[config.mk]
export PLATFORM = sky130hd
export DESIGN_NAME = display_rx
export DESIGN_NICKNAME = d
export VERILOG_FILES = /design/src/rtl/display_pkg.sv /design/src/rtl/sync_edge.sv /design/src/rtl/display_rx.sv
export SDC_FILE = /design/constraint.sdc
export NUM_CORES = 1
export LEC_CHECK = 0
export CORE_MARGIN = 2
export CORE_UTILIZATION = 44
export DETAILED_ROUTE_END_ITERATION = 7
export PLACE_DENSITY = 0.65
export SYNTH_ARGS = -nofsm -noshare
export SYNTH_HDL_FRONTEND = slang
export SYNTH_SLANG_ARGS = --single-unit
[constraint.sdc]
create_clock -name clk -period 2.5 [get_ports clk]
set_input_delay 0.375 -clock clk [delete_from_list [all_inputs] [get_ports clk]]
set_output_delay 0.375 -clock clk [all_outputs]
set_load 0.005 [all_outputs]
[src/rtl/display_pkg.sv]
// Shared constants and FSM encoding for the front-panel display link.
// Used by both the receiver and the display transmitter.
package display_pkg;

  localparam int DISPLAY_NBITS       = 72;
  localparam int DISPLAY_SYNC_STAGES = 2;
  localparam int DISPLAY_CNT_W       = 8;

  typedef enum logic [1:0] {
    IDLE  = 2'd0,
    SHIFT = 2'd1,
    LATCH = 2'd2
  } disp_state_e;

endpackage

[src/rtl/sync_edge.sv]
// Multi-flop input synchroniser with rise/fall detection.
// Reset value is a parameter so active-low inputs can idle high.
module sync_edge #(
  parameter int   STAGES  = 2,
  parameter logic RST_VAL = 1'b0
) (
  input  logic clk,
  input  logic rst_n,
  input  logic i_d,
  output logic o_level,
  output logic o_rise,
  output logic o_fall
);

  logic [STAGES-1:0] r_sync;
  logic              r_hist;

  always_ff @(posedge clk or negedge rst_n) begin
    if (!rst_n) begin
      r_sync <= {STAGES{RST_VAL}};
      r_hist <= RST_VAL;
    end else begin
      r_sync <= {r_sync[STAGES-2:0], i_d};
      r_hist <= r_sync[STAGES-1];
    end
  end

  assign o_level = r_sync[STAGES-1];
  assign o_rise  = r_sync[STAGES-1] & ~r_hist;
  assign o_fall  = ~r_sync[STAGES-1] & r_hist;

endmodule

[src/rtl/display_rx.sv]
// Receive end of the front-panel display serial link: oversamples the
// link, deserialises into an NBITS shift register, latches on sload.
module display_rx
  import display_pkg::*;
#(
  parameter int NBITS       = DISPLAY_NBITS,
  parameter int SYNC_STAGES = DISPLAY_SYNC_STAGES,
  parameter int CNT_W       = DISPLAY_CNT_W
) (
  input  logic             clk,
  input  logic             rst_n,
  input  logic             sclk_in,
  input  logic             sdata_in,
  input  logic             sload_in,
  input  logic             sclr_n_in,
  output logic [NBITS-1:0] frame_out,
  output logic             frame_valid,
  output logic             frame_err,
  output logic [CNT_W-1:0] bit_count,
  output logic             busy
);

  logic w_sclk_lvl, w_sclk_rise, w_sclk_fall;
  logic w_sdata, w_sdata_rise, w_sdata_fall;
  logic w_load_lvl, w_load_rise, w_load_fall;
  logic w_clr_n, w_clr_rise, w_clr_fall;

  sync_edge #(.STAGES(SYNC_STAGES), .RST_VAL(1'b0)) u_sclk (
    .clk(clk), .rst_n(rst_n), .i_d(sclk_in),
    .o_level(w_sclk_lvl), .o_rise(w_sclk_rise), .o_fall(w_sclk_fall)
  );

  sync_edge #(.STAGES(SYNC_STAGES), .RST_VAL(1'b0)) u_sdata (
    .clk(clk), .rst_n(rst_n), .i_d(sdata_in),
    .o_level(w_sdata), .o_rise(w_sdata_rise), .o_fall(w_sdata_fall)
  );

  sync_edge #(.STAGES(SYNC_STAGES), .RST_VAL(1'b0)) u_sload (
    .clk(clk), .rst_n(rst_n), .i_d(sload_in),
    .o_level(w_load_lvl), .o_rise(w_load_rise), .o_fall(w_load_fall)
  );

  sync_edge #(.STAGES(SYNC_STAGES), .RST_VAL(1'b1)) u_sclr (
    .clk(clk), .rst_n(rst_n), .i_d(sclr_n_in),
    .o_level(w_clr_n), .o_rise(w_clr_rise), .o_fall(w_clr_fall)
  );

  logic w_unused;
  assign w_unused = ^{w_sclk_lvl, w_sclk_fall, w_sdata_rise, w_sdata_fall,
                      w_load_lvl, w_load_fall, w_clr_rise, w_clr_fall};

  disp_state_e      r_state;
  logic [NBITS-1:0] r_sr;
  logic [NBITS-1:0] r_snap;
  logic             r_snap_err;
  logic [CNT_W-1:0] r_cnt;
  logic [NBITS-1:0] r_frame;
  logic             r_valid;
  logic             r_err;

  logic             w_clr;
  logic             w_sh;
  logic [NBITS-1:0] w_sr_sh;
  logic [CNT_W-1:0] w_cnt_inc;
  logic [CNT_W-1:0] w_cnt_at_load;

  // Clear beats a coincident shift; the dropped bit is never counted.
  assign w_clr         = ~w_clr_n;
  assign w_sh          = w_sclk_rise & w_clr_n;
  assign w_sr_sh       = {r_sr[NBITS-2:0], w_sdata};
  assign w_cnt_inc     = (&r_cnt) ? r_cnt : r_cnt + 1'b1;
  assign w_cnt_at_load = w_sh ? w_cnt_inc : r_cnt;

  always_ff @(posedge clk or negedge rst_n) begin
    if (!rst_n) begin
      r_state    <= IDLE;
      r_sr       <= '0;
      r_snap     <= '0;
      r_snap_err <= 1'b0;
      r_cnt      <= '0;
      r_frame    <= '0;
      r_valid    <= 1'b0;
      r_err      <= 1'b0;
    end else begin
      r_valid <= 1'b0;
      r_err   <= 1'b0;

      if (w_clr) begin
        r_sr  <= '0;
        r_cnt <= '0;
      end else if (w_sh) begin
        r_sr  <= w_sr_sh;
        r_cnt <= w_cnt_inc;
      end

      // Snapshot includes a coincident shift but precedes a coincident clear.
      if (w_load_rise) begin
        r_snap     <= w_sh ? w_sr_sh : r_sr;
        r_snap_err <= (w_cnt_at_load != CNT_W'(NBITS));
        r_cnt      <= '0;
      end

      unique case (r_state)
        IDLE: begin
          if (w_load_rise)
            r_state <= LATCH;
          else if (w_sh)
            r_state <= SHIFT;
        end
        SHIFT: begin
          if (w_load_rise)
            r_state <= LATCH;
          else if (w_clr)
            r_state <= IDLE;
        end
        LATCH: begin
          r_frame <= r_snap;
          r_valid <= 1'b1;
          r_err   <= r_snap_err;
          if (w_load_rise)
            r_state <= LATCH;
          else if (w_sh)
            r_state <= SHIFT;
          else
            r_state <= IDLE;
        end
        default: r_state <= IDLE;
      endcase
    end
  end

  assign frame_out   = r_frame;
  assign frame_valid = r_valid;
  assign frame_err   = r_err;
  assign bit_count   = r_cnt;
  assign busy        = (r_state == SHIFT);

endmodule

# Yosys cells after proc, flatten, opt, wreduce, memory -nomap -nowiden
# Index checks and enable logic that the tools add are counted.
totals:
  out_inout_bits: 83
  register_bits: 239
  wordCells: 43
  in_bits: 6
classes:
  add_sub_neg: 1
  n_mux: 15
  eq_ne: 5
  bitwise_logic: 5
  reduce_logical: 3
op_table:
  columns: ["operator", "count"]
  rows:
  - ["$mux W72", 2]
  - ["$mux W8", 4]
  - ["$mux W2", 5]
  - ["$add A8 B1 Y8 const B", 1]
  - ["$ne A8 B7 Y1 const B", 1]
  - ["$reduce_and A8 Y1", 1]
  - ["$pmux W2 S3", 1]
  - ["$and A1 B1 Y1", 3]
  - ["$mux W1", 3]
  - ["$ne A3 B2 Y1 const B", 1]
  - ["$ne A3 B3 Y1 const B", 1]
  - ["$eq A2 B1 Y1 const B", 1]
  - ["$eq A2 B2 Y1 const B", 1]
  - ["$logic_not A2 Y1", 1]
  - ["$not A1 Y1", 2]
  - ["$reduce_and A2 Y1", 1]

# Depth between registers and ports, before layout
# Gate-level depths: netlist of run 1.
depth:
  ltp_word: 6
  depth_mapped: 7
  depth_no_buf: 5

# Hierarchy
# A second synthesis of run 1 with hierarchy kept.
hier_totals:
  hier_cells: 938
  hier_area_um2: 9988.3
modules_own_cells:
  columns: ["module", "area_each_um2", "seq_area_each_um2", "instances", "cells_each"]
  rows:
  - ["display_rx", 9624.2, 5730.5, 1, 918]
  - ["sync_edge (u_sclk ...)", 90.1, 75.1, 3, 5]
  - ["sync_edge (u_sclr)", 93.8, 78.8, 1, 5]

# Worst setup path after synthesis of run 1
# Ideal clock, no wire load.
synth_timing:
  kind: "register to register"
  start: "register r_cnt[0], in the netlist bit_count[0]"
  end: "register r_snap_err"
  stages_incl_launch_ff: 6
  n_path_buf: 0
  path_slack_ps: 955
  setup_ps: 82
  required_time_ps: 2418
  arrival_ps: 1463
  period_less_slack_ps: 1545
  cell_sequence: "dfrtp_1 ha_1 nand3_1 o21ai_2 mux2_1 a31oi_1"
synth_between:
  elab_chain_len: 4
  word_cells_on_any_way: 5
  classes_between: "1 x add/sub; 1 x eq/ne; 2 x mux; 1 x reduce/logical"
synth_rtl:
  columns: ["element", "line", "text"]
  rows:
  - ["start: declaration", "display_rx.sv:56", "logic [CNT_W-1:0] r_cnt;"]
  - ["start signal: assignment", "display_rx.sv:93", "r_cnt <= w_cnt_inc;"]
  - ["$add A8 B1 Y8 or $reduce_and A8 Y1 (tied branches)", "display_rx.sv:71", "assign w_cnt_inc = (&r_cnt) ? r_cnt : r_cnt + 1'b1;"]
  - ["$mux W8", "display_rx.sv:71", null]
  - ["$mux W8 (*)", null, null]
  - ["$ne A8 B7 Y1 (*)", "display_rx.sv:99", "r_snap_err <= (w_cnt_at_load != CNT_W'(NBITS));"]
  - ["end signal: assignment", "display_rx.sv:99", null]
  - ["end: declaration", "display_rx.sv:55", "logic r_snap_err;"]
# Mark *: on every way between the ends. The rest lies on a longest branch, timed or not.
# A chain may end at the register's enable or synchronous reset.

# Worst setup path in the final report of run 1
layout_timing:
  start: "register r_cnt[3], in the netlist bit_count[3]"
  end: "output bit_count[3]"
layout_rtl:
  columns: ["element", "line", "text"]
  rows:
  - ["end: declaration", "display_rx.sv:19", "output logic [CNT_W-1:0] bit_count,"]
# No word-level cell between the ends.

==> results of run 1 <==
==> synthesized netlist by cell type (2+ instances only) <==
cell	number	area, µm²
a21oi_1	2	10.0
a31oi_1	2	12.5
buf_1	4	15.0
buf_2	5	25.0
buf_4	5	37.5
buf_6	3	33.8
clkbuf_1	32	120
dfrtp_1	237	5930
dfstp_2	2	52.6
inv_1	2	7.51
mux2i_1	75	751
nand2_1	292	1100
nand3_1	2	10.0
nor2_1	11	41.3
nor2b_1	73	457
nor3_1	3	15.0
o211ai_1	2	15.0
o21ai_1	73	365
xor2_1	4	35.0
==> final timing paths <==
path                       depth (start not counted)  slack, ns         startpoint           endpoint
setup / recovery                                   1       0.54       bit_count[3]       bit_count[3]
hold / removal                                     1       0.33          sclr_n_in   u_sclr.r_sync[0]
setup reg to reg                                   4       0.68   u_sclr.r_sync[1]          r_snap[8]
hold reg to reg                                    0       0.35  u_sload.r_sync[0]  u_sload.r_sync[1]
max in group asynchronous                          3       1.33              rst_n      frame_out[21]
min in group asynchronous                          2       0.43              rst_n         r_snap[55]
==> final cells by class <==
class,count,area [µm²]
Clock buffer,38,714
Clock inverter,6,80.1
Fill cell,1838,9580
Inverter,3,11.3
Multi-Input combinational cell,560,3020
Sequential cell,239,5980
Tap cell,275,344
Timing Repair Buffer,105,1090
==> power breakdown <==
part           switching, mW  total [mW]  internal (mW)
clock network           1.44        3.61           2.16
registers             0.0113        3.90           3.89
logic                  0.215       0.304         0.0883
total                   1.67        7.81           6.14
==> flip-flops by register name, summed over array words and instances (netlist names), 2 cells and up <==
register	flops
r_snap	72
u_sload.r_sync	2
frame_out	72
u_sclk.r_sync	2
r_sr	72
u_sclr.r_sync	2
r_state	2
u_sdata.r_sync	2
bit_count	8
==> kinds of logic (layout without fill, tap and decap cells) <==
group / count (synthesis) / after routing / synth area share (%)
simple gates: 393 / 393 / 18.6
flops: 239 / 239 / 64.6
compound gates: 86 / 86 / 5.14
mux: 76 / 76 / 8.22
buf+inv: 54 / 152 / 3.00
xor+xnor: 4 / 4 / 0.378
fa+ha+maj: 1 / 1 / 0.135
==> per-layer routing <==
layer / GRT usage [%] / wire length (µm) / vias up
li1: - / - / 2920
met1: 23.8 / 8490 / 2865
met2: 25.8 / 7910 / 92
met3: 3.21 / 823 / 26
met4: 4.67 / 307 / 0
met5: 0 / 0 / -
==> metrics by stage <==
step,instance area (µm²),total power [mW],utilization (%)
floorplan,9270,4.12,-
detailed placement,10400,4.28,50.1
CTS,11200,7.92,54.0
global route,11200,8.11,54.0
finish,11200,7.81,54.0
global placement,10400,4.28,50.1
==> impl_results.md, run 1 <==
- WL/cell: 14.3 µm
- Die H: 149 µm
- Post-route clock period utilization: 78.5%
- Insertion delay to the later sink of the worst-skew pair: about 0.52 ns
- Syn Area/Cell: 10.9 µm²
- Die area: 22200 µm²
- Setup Skew: 0.0109 ns
- Number of iterations in the first detailed-routing pass: 4
- Seq cells post-synth: between 200 and 250
- Initial Utilization: roughly 45%
- Most common library cell in the layout ignoring fill and taps: nand2_1
- Min-delay worst type: input port to flop
- Setup_tns: 0 ns
- Vias in the first global route: 5904
- Crit path required time: 2.12 ns
- Dpl cells: between 1000 and 1500
- Antenna-violating nets left: 0
- Peak supply drop: 0.000444 V
- Final hold slack: 0.326 ns
- Main synth FF type: dfrtp_1
- CTS tree: yes
- Async SR Flop Fraction: 100%
- Vias per cell: 4.81
- Syn_nets: 860
- Cells after Synth: 853
- Post-synthesis sequential area ratio: 64.6%
- Area of the mapped netlist: around 9300 µm²
- Outcome: finished, final reports clean
- GRT Util Overall: 16.5%
- Final WL: between 15000 and 20000 µm
- Yosys warns: 0
- Slew margin rel.: just under 60%
- Post-CTS Setup Inserts: 0
- Worst path bufs/invs: 1
- Dpl hpwl: 10800 µm
- CP Capture Type: output pin
- # setup viols final: 0
- Global-route wire length before repair: 29800 µm
- Initial antenna violation count: 0
- Largest net degree at the start of global routing: between 70 and 80
- Non-Filler Instances: 1226
- Commonest cells after routing, fill and taps aside: nand2_1, dfrtp_1, clkdlybuf4s50_1
- Area grow syn2layout: 21.3%
- Top cell family by delay on the critical path: buffers and inverters
- # rows: 53
- Clk root buf: clkbuf_16
- Hold_buf cts: 1
- Drc violations: 0
- Die X: 149 µm
- DR iter-0 viols: 329
- Yosys cell types: 43
- Max incr delay on CP: 0.56 ns
- Gates resized, CTS repair: 0
- Max Freq: 509 MHz
- Cell Chain, Critical Path: clkdlybuf4s50_1
- CP startpoint kind: flop
- Worst EP arrival: 1.59 ns
- Fraction of layout cells with a size suffix above 1: 6.94%
- Diodes inserted: 0
- Post-synth EDFFs: 0
- DR vias: 5903
- Core Footprint: 20800 µm²
- I/O pins: 89
- Worst Max-Slew Pin Slew: 0.632 ns
- Num CTS Buffers: 25
- Nets: 941
- Global route overflow: 0
- Final worst slack: between 0.5 and 0.6 ns
- RSZ-0062 raised after global routing: no
- Max-Cap Viols: 0
- Routability cong.: around 0.80
- Clock slew at reported path FFs: about 0.060 ns
- PD cells: slightly below 700 nW/µm²
- Sink Count: ~240
- Clk buf depth: 3
- Pre-CTS setup slack: just under 0.7 ns
- CP max-delay cell: clkdlybuf4s50_1
- CTS H-tree depth: 1
- IO buf count: just under 90
- Setup CP Type: flop to output pin
- Static leakage: 5.21 nW
- Crit path max fanout: 9
- Max-slew violations: 0
- Final Hold Viols: 0
- Period minus WS final: 1.96 ns
(Power assumes the default switching activity.)
==> run 2, diff against run 1 <==
--- a/config.mk
+++ b/config.mk
@@ -8,7 +8,7 @@
 export CORE_MARGIN = 2
 export CORE_UTILIZATION = 44
 export DETAILED_ROUTE_END_ITERATION = 7
-export PLACE_DENSITY = 0.65
+export PLACE_DENSITY = 0.67
 export SYNTH_ARGS = -nofsm -noshare
 export SYNTH_HDL_FRONTEND = slang
 export SYNTH_SLANG_ARGS = --single-unit
==> constraint.sdc (replaced) <==
create_clock -name clk -period 1.8 [get_ports clk]
set_input_delay 0.27 -clock clk [delete_from_list [all_inputs] [get_ports clk]]
set_output_delay 0.27 -clock clk [all_outputs]
set_load 0.005 [all_outputs]
==> impl_results.md, run 2 (same netlist as run 1, synthesis figures left out) <==
- I/O pins: 89
- Num CTS Buffers: 25
- Max incr delay on CP: 0.54 ns
- Vias in the first global route: roughly 6000
- Setup_tns: 0 ns
- Routability cong.: 0.754
- Die H: 149 µm
- Diodes inserted: 0
- Initial antenna violation count: 0
- Nets: 954
- CP startpoint kind: flop
- Peak supply drop: 0.000586 V
- Crit path required time: 1.53 ns
- Worst hold start: sload_in
- Largest net degree at the start of global routing: between 70 and 80
- CTS tree: yes
- Cell Chain, Critical Path: clkdlybuf4s50_1
- Vias per cell: ~4.8
- Clk buf depth: 3
- Setup Skew: slightly below 0.008 ns
- Final WL: 17300 µm
- Outcome: finished, final reports clean
- Worst path bufs/invs: 1
- Final Hold Viols: 0
- Max-Cap Viols: 0
- Drc violations: 0
- PD cells: about 940 nW/µm²
- Power consumption: 10.7 mW
- Worst Max-Slew Pin Slew: approximately 0.45 ns
- Dpl cells: ~1200
- Post-route clock period utilization: 97.3%
- CP max-delay cell: clkdlybuf4s50_1
- Final worst slack: slightly below 0.05 ns
- Fraction of layout cells with a size suffix above 1: under 10%
- Core Footprint: 20800 µm²
- Clock slew at reported path FFs: 0.06 ns
- Antenna-violating nets left: 0
- Initial Utilization: 44.5%
- Max-slew violations: 0
- Static leakage: 5.30 nW
- Max Freq: approximately 570 MHz
- # rows: 53
- GRT Util Overall: 16.0%
- WL/cell: between 10 and 15 µm
- Slew margin rel.: 70.0%
- Dpl hpwl: around 11000 µm
- Global-route wire length before repair: 29200 µm
- DR vias: 5923
- Worst EP arrival: ~1.5 ns
- Crit path max fanout: 5
- Clk root buf: clkbuf_16
- Worst setup path startpoint: bit_count[7]
- Global route overflow: 0
- Die area: approximately 22000 µm²
- Commonest cells after routing, fill and taps aside: nand2_1, dfrtp_1, clkdlybuf4s50_1
- Die X: around 150 µm
- Period minus WS final: ~1.8 ns
- Number of iterations in the first detailed-routing pass: 4
- Pre-CTS setup slack: 0.0329 ns
- IO buf count: 88
- Non-Filler Instances: 1235
- Worst r2r src: bit_count[0]
- Sink Count: 239
- Min-delay worst type: input port to flop
- # setup viols final: 0
- Area grow syn2layout: 22.7%
- Insertion delay to the later sink of the worst-skew pair: 0.50 ns
- CP Capture Type: output pin
- Setup CP Type: flop to output pin
- Top cell family by delay on the critical path: buffers and inverters
- CTS H-tree depth: 1
- Most common library cell in the layout ignoring fill and taps: nand2_1
- DR iter-0 viols: 221
-- run 2: cell types whose count changed in the layout (fill, tap and decap cells not counted), moves of 2 or more --
cell	delta
buf_4	+8
dfrtp_2	+2
clkdlybuf4s50_1	-2
buf_6	+2
clkbuf_8	+2
buf_12	+3
dfrtp_1	-2
clkbuf_1	-6
-- run 2: path summary, 6_finish.rpt --
| kind | endpoint | cells after the start | slack, ns |
|---|---|---|---|
| worst max register to register | r_snap_err | 6 | 0.16 |
| worst min register to register | u_sload.r_sync[1] | 0 | 0.35 |
| max in group asynchronous | r_snap[24] | 3 | 0.88 |
| worst min-delay path | u_sload.r_sync[0] | 1 | 0.20 |
| worst max-delay path | bit_count[7] | 1 | 0.05 |
| min in group asynchronous | r_snap[52] | 2 | 0.28 |
-- run 2: area by class of cell --
type                       count  area [µm²]
clock buffer                  34         719
sequential                   239        5990
clock inverter                 6        57.6
fill                        1835        9450
inverter                       3        11.3
multi-input combinational    560        3020
timing repair buffer         118        1230
tap                          275         344
-- run 2: through the flow --
step | utilization, % | hold slack [ns] | cell area [µm²]
6_report | 54.6 | 0.199 | 11400
5_1_grt | 54.6 | 0.196 | 11400
4_1_cts | 54.4 | 0.175 | 11300
3_5_place_dp | 50.5 | 0.228 | 10500
3_3_place_gp | 50.5 | 0.226 | 10500
2_1_floorplan | - | -0.0256 | 9270
-- run 2: repair_timing --
| item | in CTS | in global routing |
|---|---|---|
| resized for setup | 6 | 2 |
| setup buffers | 2 | 5 |
| setup endpoints to repair | 5 | 10 |
| hold buffers | 1 | 0 |
| endpoints found under the hold margin | 45 | 0 |
-- run 2: where the power goes --
part	switching, mW	leakage [nW]	internal (mW)
sequential	0.0140	3.30	5.40
clock	1.98	0.385	2.91
combinational	0.301	1.61	0.139
-- run 2: layer usage --
metal / track usage, % / part of all wire, %
met5: 0 / 0
met4: 4.19 / 1.6
met3: 2.94 / 4.9
met2: 25.1 / 45
met1: 23.2 / 48
